**src/rtl/wm8960_init_seq.sv**
```systemverilog
// WM8960 power-up register sequencer.
// Walks the init table and issues one two-byte I2C write per entry.
module wm8960_init_seq #(
    parameter int PWRUP_CYCLES      = 500000,
    parameter int RESET_WAIT_CYCLES = 50000,
    parameter int GAP_CYCLES        = 100,
    parameter int MAX_RETRY         = 3,
    parameter int AUTO_START        = 1
) (
    input  logic        clk,
    input  logic        rst_n,
    input  logic        start,
    output logic [7:0]  rom_addr,
    input  logic [15:0] rom_q,
    input  logic [7:0]  dev_id,
    input  logic [7:0]  lut_size,
    output logic        i2c_req,
    output logic [7:0]  i2c_dev,
    output logic [7:0]  i2c_byte_hi,
    output logic [7:0]  i2c_byte_lo,
    input  logic        i2c_done,
    input  logic        i2c_ack_err,
    output logic        busy,
    output logic        init_done,
    output logic        init_err,
    output logic [7:0]  err_index
);

    typedef enum logic [2:0] {
        S_IDLE,
        S_PWRUP,
        S_FETCH,
        S_REQ,
        S_WAIT,
        S_SETTLE,
        S_DONE,
        S_FAIL
    } state_t;

    // Counter reload values: a load of N-1 gives exactly N cycles in state.
    localparam logic [19:0] PWRUP_LD =
        (PWRUP_CYCLES > 0) ? 20'(PWRUP_CYCLES - 1) : 20'd0;
    localparam logic [19:0] RST_LD =
        (RESET_WAIT_CYCLES > 0) ? 20'(RESET_WAIT_CYCLES - 1) : 20'd0;
    localparam logic [19:0] GAP_LD =
        (GAP_CYCLES > 0) ? 20'(GAP_CYCLES - 1) : 20'd0;
    localparam logic [7:0]  MAXR = 8'(MAX_RETRY);
    localparam logic [6:0]  REG_RESET = 7'h0F;

    state_t      state_q, state_d;
    logic [19:0] cnt_q, cnt_d;
    logic [7:0]  idx_q, idx_d;
    logic        ph_q, ph_d;
    logic [7:0]  retry_q, retry_d;
    logic        req_q, req_d;
    logic [7:0]  dev_q, dev_d;
    logic [7:0]  hi_q, hi_d;
    logic [7:0]  lo_q, lo_d;
    logic        busy_q, busy_d;
    logic        done_q, done_d;
    logic        err_q, err_d;
    logic [7:0]  eidx_q, eidx_d;
    logic        go;
    logic [7:0]  idx_nx;

    // State and output registers; reset clears everything at once.
    always_ff @(posedge clk or negedge rst_n) begin
        if (!rst_n) begin
            state_q <= S_IDLE;
            cnt_q   <= 20'd0;
            idx_q   <= 8'd0;
            ph_q    <= 1'b0;
            retry_q <= 8'd0;
            req_q   <= 1'b0;
            dev_q   <= 8'd0;
            hi_q    <= 8'd0;
            lo_q    <= 8'd0;
            busy_q  <= 1'b0;
            done_q  <= 1'b0;
            err_q   <= 1'b0;
            eidx_q  <= 8'd0;
        end else begin
            state_q <= state_d;
            cnt_q   <= cnt_d;
            idx_q   <= idx_d;
            ph_q    <= ph_d;
            retry_q <= retry_d;
            req_q   <= req_d;
            dev_q   <= dev_d;
            hi_q    <= hi_d;
            lo_q    <= lo_d;
            busy_q  <= busy_d;
            done_q  <= done_d;
            err_q   <= err_d;
            eidx_q  <= eidx_d;
        end
    end

    // Next-state logic; status flags are derived from the next state
    // so they stay registered yet line up with the state register.
    always_comb begin
        state_d = state_q;
        cnt_d   = cnt_q;
        idx_d   = idx_q;
        ph_d    = ph_q;
        retry_d = retry_q;
        req_d   = req_q;
        dev_d   = dev_q;
        hi_d    = hi_q;
        lo_d    = lo_q;
        eidx_d  = eidx_q;
        idx_nx  = idx_q + 8'd1;
        go      = 1'b0;

        unique case (state_q)
            S_IDLE: go = (AUTO_START != 0) || start;
            S_DONE, S_FAIL: go = start;
            default: go = 1'b0;
        endcase

        unique case (state_q)
            S_IDLE, S_DONE, S_FAIL: begin
                if (go) begin
                    state_d = S_PWRUP;
                    cnt_d   = PWRUP_LD;
                    eidx_d  = 8'd0;
                end
            end
            S_PWRUP: begin
                if (cnt_q == 20'd0) begin
                    if (lut_size == 8'd0) begin
                        state_d = S_DONE;
                    end else begin
                        idx_d   = 8'd0;
                        ph_d    = 1'b0;
                        state_d = S_FETCH;
                    end
                end else begin
                    cnt_d = cnt_q - 20'd1;
                end
            end
            S_FETCH: begin
                if (!ph_q) begin
                    ph_d = 1'b1;
                end else begin
                    hi_d    = rom_q[15:8];
                    lo_d    = rom_q[7:0];
                    dev_d   = dev_id;
                    retry_d = 8'd0;
                    state_d = S_REQ;
                end
            end
            S_REQ: begin
                req_d   = 1'b1;
                state_d = S_WAIT;
            end
            S_WAIT: begin
                if (i2c_done) begin
                    req_d = 1'b0;
                    if (!i2c_ack_err) begin
                        state_d = S_SETTLE;
                        cnt_d   = (hi_q[7:1] == REG_RESET) ? RST_LD : GAP_LD;
                    end else if (retry_q < MAXR) begin
                        retry_d = retry_q + 8'd1;
                        state_d = S_REQ;
                    end else begin
                        eidx_d  = idx_q;
                        state_d = S_FAIL;
                    end
                end
            end
            S_SETTLE: begin
                if (cnt_q == 20'd0) begin
                    idx_d = idx_nx;
                    ph_d  = 1'b0;
                    if (idx_nx == lut_size) begin
                        state_d = S_DONE;
                    end else begin
                        state_d = S_FETCH;
                    end
                end else begin
                    cnt_d = cnt_q - 20'd1;
                end
            end
            default: state_d = S_IDLE;
        endcase

        busy_d = !((state_d == S_IDLE) || (state_d == S_DONE) ||
                   (state_d == S_FAIL));
        done_d = (state_d == S_DONE);
        err_d  = (state_d == S_FAIL);
    end

    assign rom_addr    = idx_q;
    assign i2c_req     = req_q;
    assign i2c_dev     = dev_q;
    assign i2c_byte_hi = hi_q;
    assign i2c_byte_lo = lo_q;
    assign busy        = busy_q;
    assign init_done   = done_q;
    assign init_err    = err_q;
    assign err_index   = eidx_q;

endmodule

```
**config.mk**
```make
export PLATFORM = sky130hd
export DESIGN_NAME = wm8960_init_seq
export DESIGN_NICKNAME = d
export VERILOG_FILES = /design/src/rtl/wm8960_init_seq.sv
export SDC_FILE = /design/constraint.sdc
export NUM_CORES = 1
export LEC_CHECK = 0
export ABC_AREA = 1
export CORE_UTILIZATION = 45
export DETAILED_ROUTE_END_ITERATION = 10
export HOLD_SLACK_MARGIN = 0.03
export MAX_ROUTING_LAYER = met4
export PLACE_DENSITY = 0.74
export SYNTH_ARGS = -nofsm -noshare
export SYNTH_HDL_FRONTEND = slang
export SYNTH_SLANG_ARGS = --single-unit
```
**constraint.sdc**
```tcl
create_clock -name clk -period 1.65 [get_ports clk]
set_input_delay 0.165 -clock clk [delete_from_list [all_inputs] [get_ports clk]]
set_output_delay 0.165 -clock clk [all_outputs]
set_load 0.01 [all_outputs]
```
After elaboration in Yosys (flattened, before gate mapping). Index checks and enable logic that the tools add are counted.

Magnitude comparators: 1. Reductions and logical operators: 23. Add/subtract/negate cells: 3. Muxes and demuxes: 37. Equality and inequality tests: 22.

Operator list (count): $mux 8 (11); $mux 20 (4); $pmux 20 s3 (1); $pmux 8 s2 (3); $mux 3 (9); $ne 2x2->1 const B (11); $logic_not 20->1 (1); $sub 20x1->20 const B (1); $eq 3x3->1 const B (6); $pmux 3 s6 (1); $add 8x1->8 const B (2); $mux 16 (1); $reduce_and 5->1 (3); $eq 8x8->1 (1); $logic_not 8->1 (1); $lt 8x2->1 const B (1); $reduce_and 4->1 (2); $reduce_bool 2->1 (4); $eq 7x4->1 const B (1); $eq 3x2->1 const B (2); $logic_not 3->1 (2); $reduce_bool 3->1 (2); $mux 1 (4); $pmux 1 s2 (2); 7 further kinds (10).

Register bits: 76. Bits of input ports: 37.

Logic depth before layout (Yosys ltp).
Depth after elaboration: 9. Gate-level depth with buffers: 13. Mapped depth without buffers: 13.

Worst setup path before layout. No wires, ideal clock.

Path kind: register -> register. From: reg cnt_q[0]. To: reg cnt_q[13]. Setup slack: 42 ps. Stages on the path, launching flop included: 9. Data arrival time: 1471 ps. Clock period less this slack: 1608 ps. Required time: 1513 ps. Cells stage by stage: dfrtp_1 -> inv_1 -> ha_1 -> nand2_1 -> nor2_1 -> nand3_2 -> o21ai_4 -> buf_2 -> a22oi_1.

Word-level cells in the longest chain between the ends: 3. Elaborated cells between the ends (all ways): 6.

Ends and longest elaborated chain: from (decl) (RTL line 51) `logic [19:0] cnt_q, cnt_d;`; from (signal assigned) (RTL line 84) `cnt_q <= cnt_d;`; $sub 20x1->20 or $logic_not 20->1 (tied branches); $mux 20 or $ne 2x2->1 (tied branches); $pmux 20 s3 or $reduce_and 5->1 (tied branches).

Several ways; a longest one is shown, not always the timed one. The select of a mux whose other input is x is not followed. A chain may end at the register's enable or synchronous reset.

Final worst setup path.
From: reg cnt_q[4]. To: reg err_q, in the netlist init_err.

Word-level cells in the longest chain between the ends: 4. Elaborated cells between the ends (all ways): 5.

Ends and longest elaborated chain: $logic_not 20->1 * (RTL line 130, 173); $mux 3 (on tied branches) (RTL line 173, 130); $pmux 3 s6 * (RTL line 121) `unique case (state_q)`; via state_d[2] (RTL line 50) `state_t state_q, state_d;`; $eq 3x3->1 * (RTL line 191) `err_d = (state_d == S_FAIL);`; via err_d (RTL line 61) `logic err_q, err_d;`; to (signal assigned) (RTL line 94) `err_q <= err_d;`; to (decl) (RTL line 61).

The timed path passes the listed nets; every way through them passes the cells marked *.

==> run metrics <==
gpl congestion=0.929; Avg Cell Area, Syn=8.25 um^2; max-cap violation count=0; Seq/Total Area, Yosys=0.473; period utilization=1.07; Yosys top cell by area=dfrtp_1; IO Port Bufs=80; failing checks=negative setup slack; Tightest Pin Transition=335 ps; Die H=96.5 um; final setup margin=-111 ps; initial core utilization=0.463; DRT Pass-1 Iters=5; root buffer cell=clkbuf_8; Routed Antenna Nets=0; RSZ-0062 raised after global routing=true; Worst R2R Setup Slack=-110 ps; via count=4,302; yosys warns=0; initial drt markers=219; Worst Path Arrival=2030 ps; Design Area, Final=6450 um^2; layout cell share with drive strength beyond 1=0.373; wire per inst=16.5 um; Core ar.=8680 um^2; R2R Path End=init_err$_DFF_PN0_; post-synthesis net count=528; largest net degree at the start of global routing=38; worst-case clock buffer depth=2; Syn Std Cell Area=4020 um^2; Detailed Route WL=12,900 um; antenna violations before repair=0; DP Worst Slack=-141 ps; Gate Count Post-Synth=487; M1 WL=4930 um; VDD IR max=0.00105 V; Max Fclk=568 MHz; Main synth FF type=dfrtp_1; Worst Hold Class=primary input to async pin; Yosys top cell area share=0.473; P&R area growth vs syn=60.4%; H-tree levels=3; P_leak=0.00296 uW; slew margin rel.=0.775; Residual DRC=0; CP Launch Type=register; critical path class=register to register; CP Capture Type=register; n_diodes=0; CP max FO=4; die area=9320 um^2; Tmin final=1760 ps; clock latency at the later pin of the worst-skew pair=370 ps; status=complete, but fails checks; final setup skew=15.9 ps; grt ovf=0; GRT Total Usage=0.269; Final Hold Violating Endpoints=0; WP data required=1920 ps; count of different cell masters after synthesis=37; Pwr Density=1260 nW/um^2; first-pass GRT wire length=18,500 um; Post-synth ARST share=1.00; routed wl met3=800 um; # setup viols final=24; Reg2Reg Launch Point=cnt_q[4]$_DFFE_PN0P_; Yosys reg bits=76; # rows=34; CTS clk-pin slew, worst paths=90 ps; Via density=5.52; dpl hpwl=8250 um; setup TNS=-1160 ps; top sig layer=met4; Placement Cell Area=5560 um^2; CTS Buf Count=9; Max Slew Vio Count=0; R2R depth=11; IO Count=81; Post-synth EDFFs=0; CTS tree=built; Post-layout nets=708; Die W=96.5 um; Sink Count=76; top cells by area, synth=dfrtp_1, nand2_1, nor2_1; metal2 WL=6670 um; vias in the first global route=4,182
==> through the flow <==
stage / hold WS [ps] / power (uW) / std cells / util
detailed placement: 59.6 / 5500 / 747 / 0.641
global placement: 53.3 / 5410 / 747 / 0.641
finish: 208 / 8120 / 779 / 0.743
global route: 241 / 8510 / 779 / 0.743
CTS: 213 / 7130 / 770 / 0.679
floorplan: -131 / 3970 / 487 / -
==> cells in the final DEF, fill, tap and decap left out, drive strengths merged, types with 2 or more instances in the layout <==
| cell type | Yosys | layout |
|---|---|---|
| a21oi | 16 | 16 |
| a22oi | 7 | 7 |
| a31oi | 2 | 2 |
| buf | 8 | 95 |
| clkbuf | 1 | 12 |
| clkdlybuf4s50 | 0 | 76 |
| clkinv | 0 | 3 |
| dfrtp | 76 | 76 |
| dlymetal6s2s | 0 | 3 |
| ha | 4 | 4 |
| inv | 64 | 65 |
| mux2 | 23 | 23 |
| nand2 | 99 | 99 |
| nand3 | 48 | 48 |
| nand4 | 4 | 4 |
| nor2 | 73 | 73 |
| nor3 | 7 | 7 |
| nor4 | 5 | 5 |
| o21ai | 27 | 27 |
| o31ai | 7 | 7 |
| or2 | 3 | 3 |
| xor2 | 6 | 6 |
==> registers in the layout, indices dropped and copies added, names as in the netlist, 3 cells and up <==
name / cells
err_index: 8
retry_q: 8
i2c_dev: 8
rom_addr: 8
cnt_q: 20
i2c_byte_hi: 8
i2c_byte_lo: 8
state_q: 3
==> Yosys cell counts (all sizes together) (2+ instances only) <==
cell type,n
xor2,6
a21oi,16
a31oi,2
nand4,4
nand3,48
nor3,7
nor4,5
buf,8
or2,3
dfrtp,76
nor2,73
ha,4
o21ai,27
a22oi,7
nand2,99
mux2,23
inv,64
o31ai,7
==> routing by layer <==
metal,up-vias,global-route usage
met4,0,0.100
met3,56,0.0681
met2,215,0.469
li1,1953,-
met5,-,-
met1,2078,0.295
==> repair_timing <==
| action | in CTS | in global routing |
|---|---|---|
| resized for setup | 28 | 121 |
| setup buffers | 7 | 8 |
| setup endpoints to repair | 35 | 76 |
| pin swaps | 8 | 33 |
| gates cloned | 0 | 3 |
| hold buffers | 1 | 0 |
| endpoints found under the hold margin | 53 | 0 |
==> power by group <==
group          internal, uW  leakage, uW  total, uW  switching [uW]
Sequential             2200     0.000920       2450             246
Clock                   693    0.0000955       1440             749
Combinational          1980      0.00195       4230            2250
==> cell families (layout without fill, tap and decap cells) <==
kind of cell	Yosys count	in the layout	share of synthesized area
xor gates and xnor gates	7	7	0.0153
muxes	23	23	0.0644
and+or+nand+nor	242	242	0.265
adders and majority gates	4	4	0.0124
buffers and inverters	73	257	0.0735
DFF	76	76	0.473
AOI/OAI and AO/OA	62	62	0.0968
==> how the worst max path moves through the flow <==
stage,cells after the start,start,end
floorplan,8,cnt_q[0]$_DFFE_PN0P_,cnt_q[13]$_DFFE_PN0P_
global route,11,cnt_q[4]$_DFFE_PN0P_,init_err$_DFF_PN0_
global placement,11,i2c_ack_err,init_done$_DFF_PN0_
detailed placement,8,cnt_q[12]$_DFFE_PN0P_,rom_addr[5]$_DFFE_PN0P_
CTS,8,cnt_q[10]$_DFFE_PN0P_,rom_addr[5]$_DFFE_PN0P_
finish,11,cnt_q[4]$_DFFE_PN0P_,init_err$_DFF_PN0_
==> layout make-up <==
cell class / instances / area, um^2
clock buffer: 9 / 124
clock inverter: 6 / 65.1
fill: 576 / 2230
inverter: 64 / 250
multi-input combinational: 338 / 2290
sequential: 76 / 1910
tap: 108 / 135
timing repair buffer: 178 / 1680
==> worst max-delay path, stage by stage, from the launching register on <==
cell,delay (ps)
dfrtp_1,410
nor2_4,160
nand2_2,100
nor2_4,180
nand3_2,130
buf_6,130
nand2_1,70
inv_1,40
nor2_1,130
nand3_2,140
nand2_1,120
inv_1,50
Note: power is estimated with default switching activity, not from simulation.
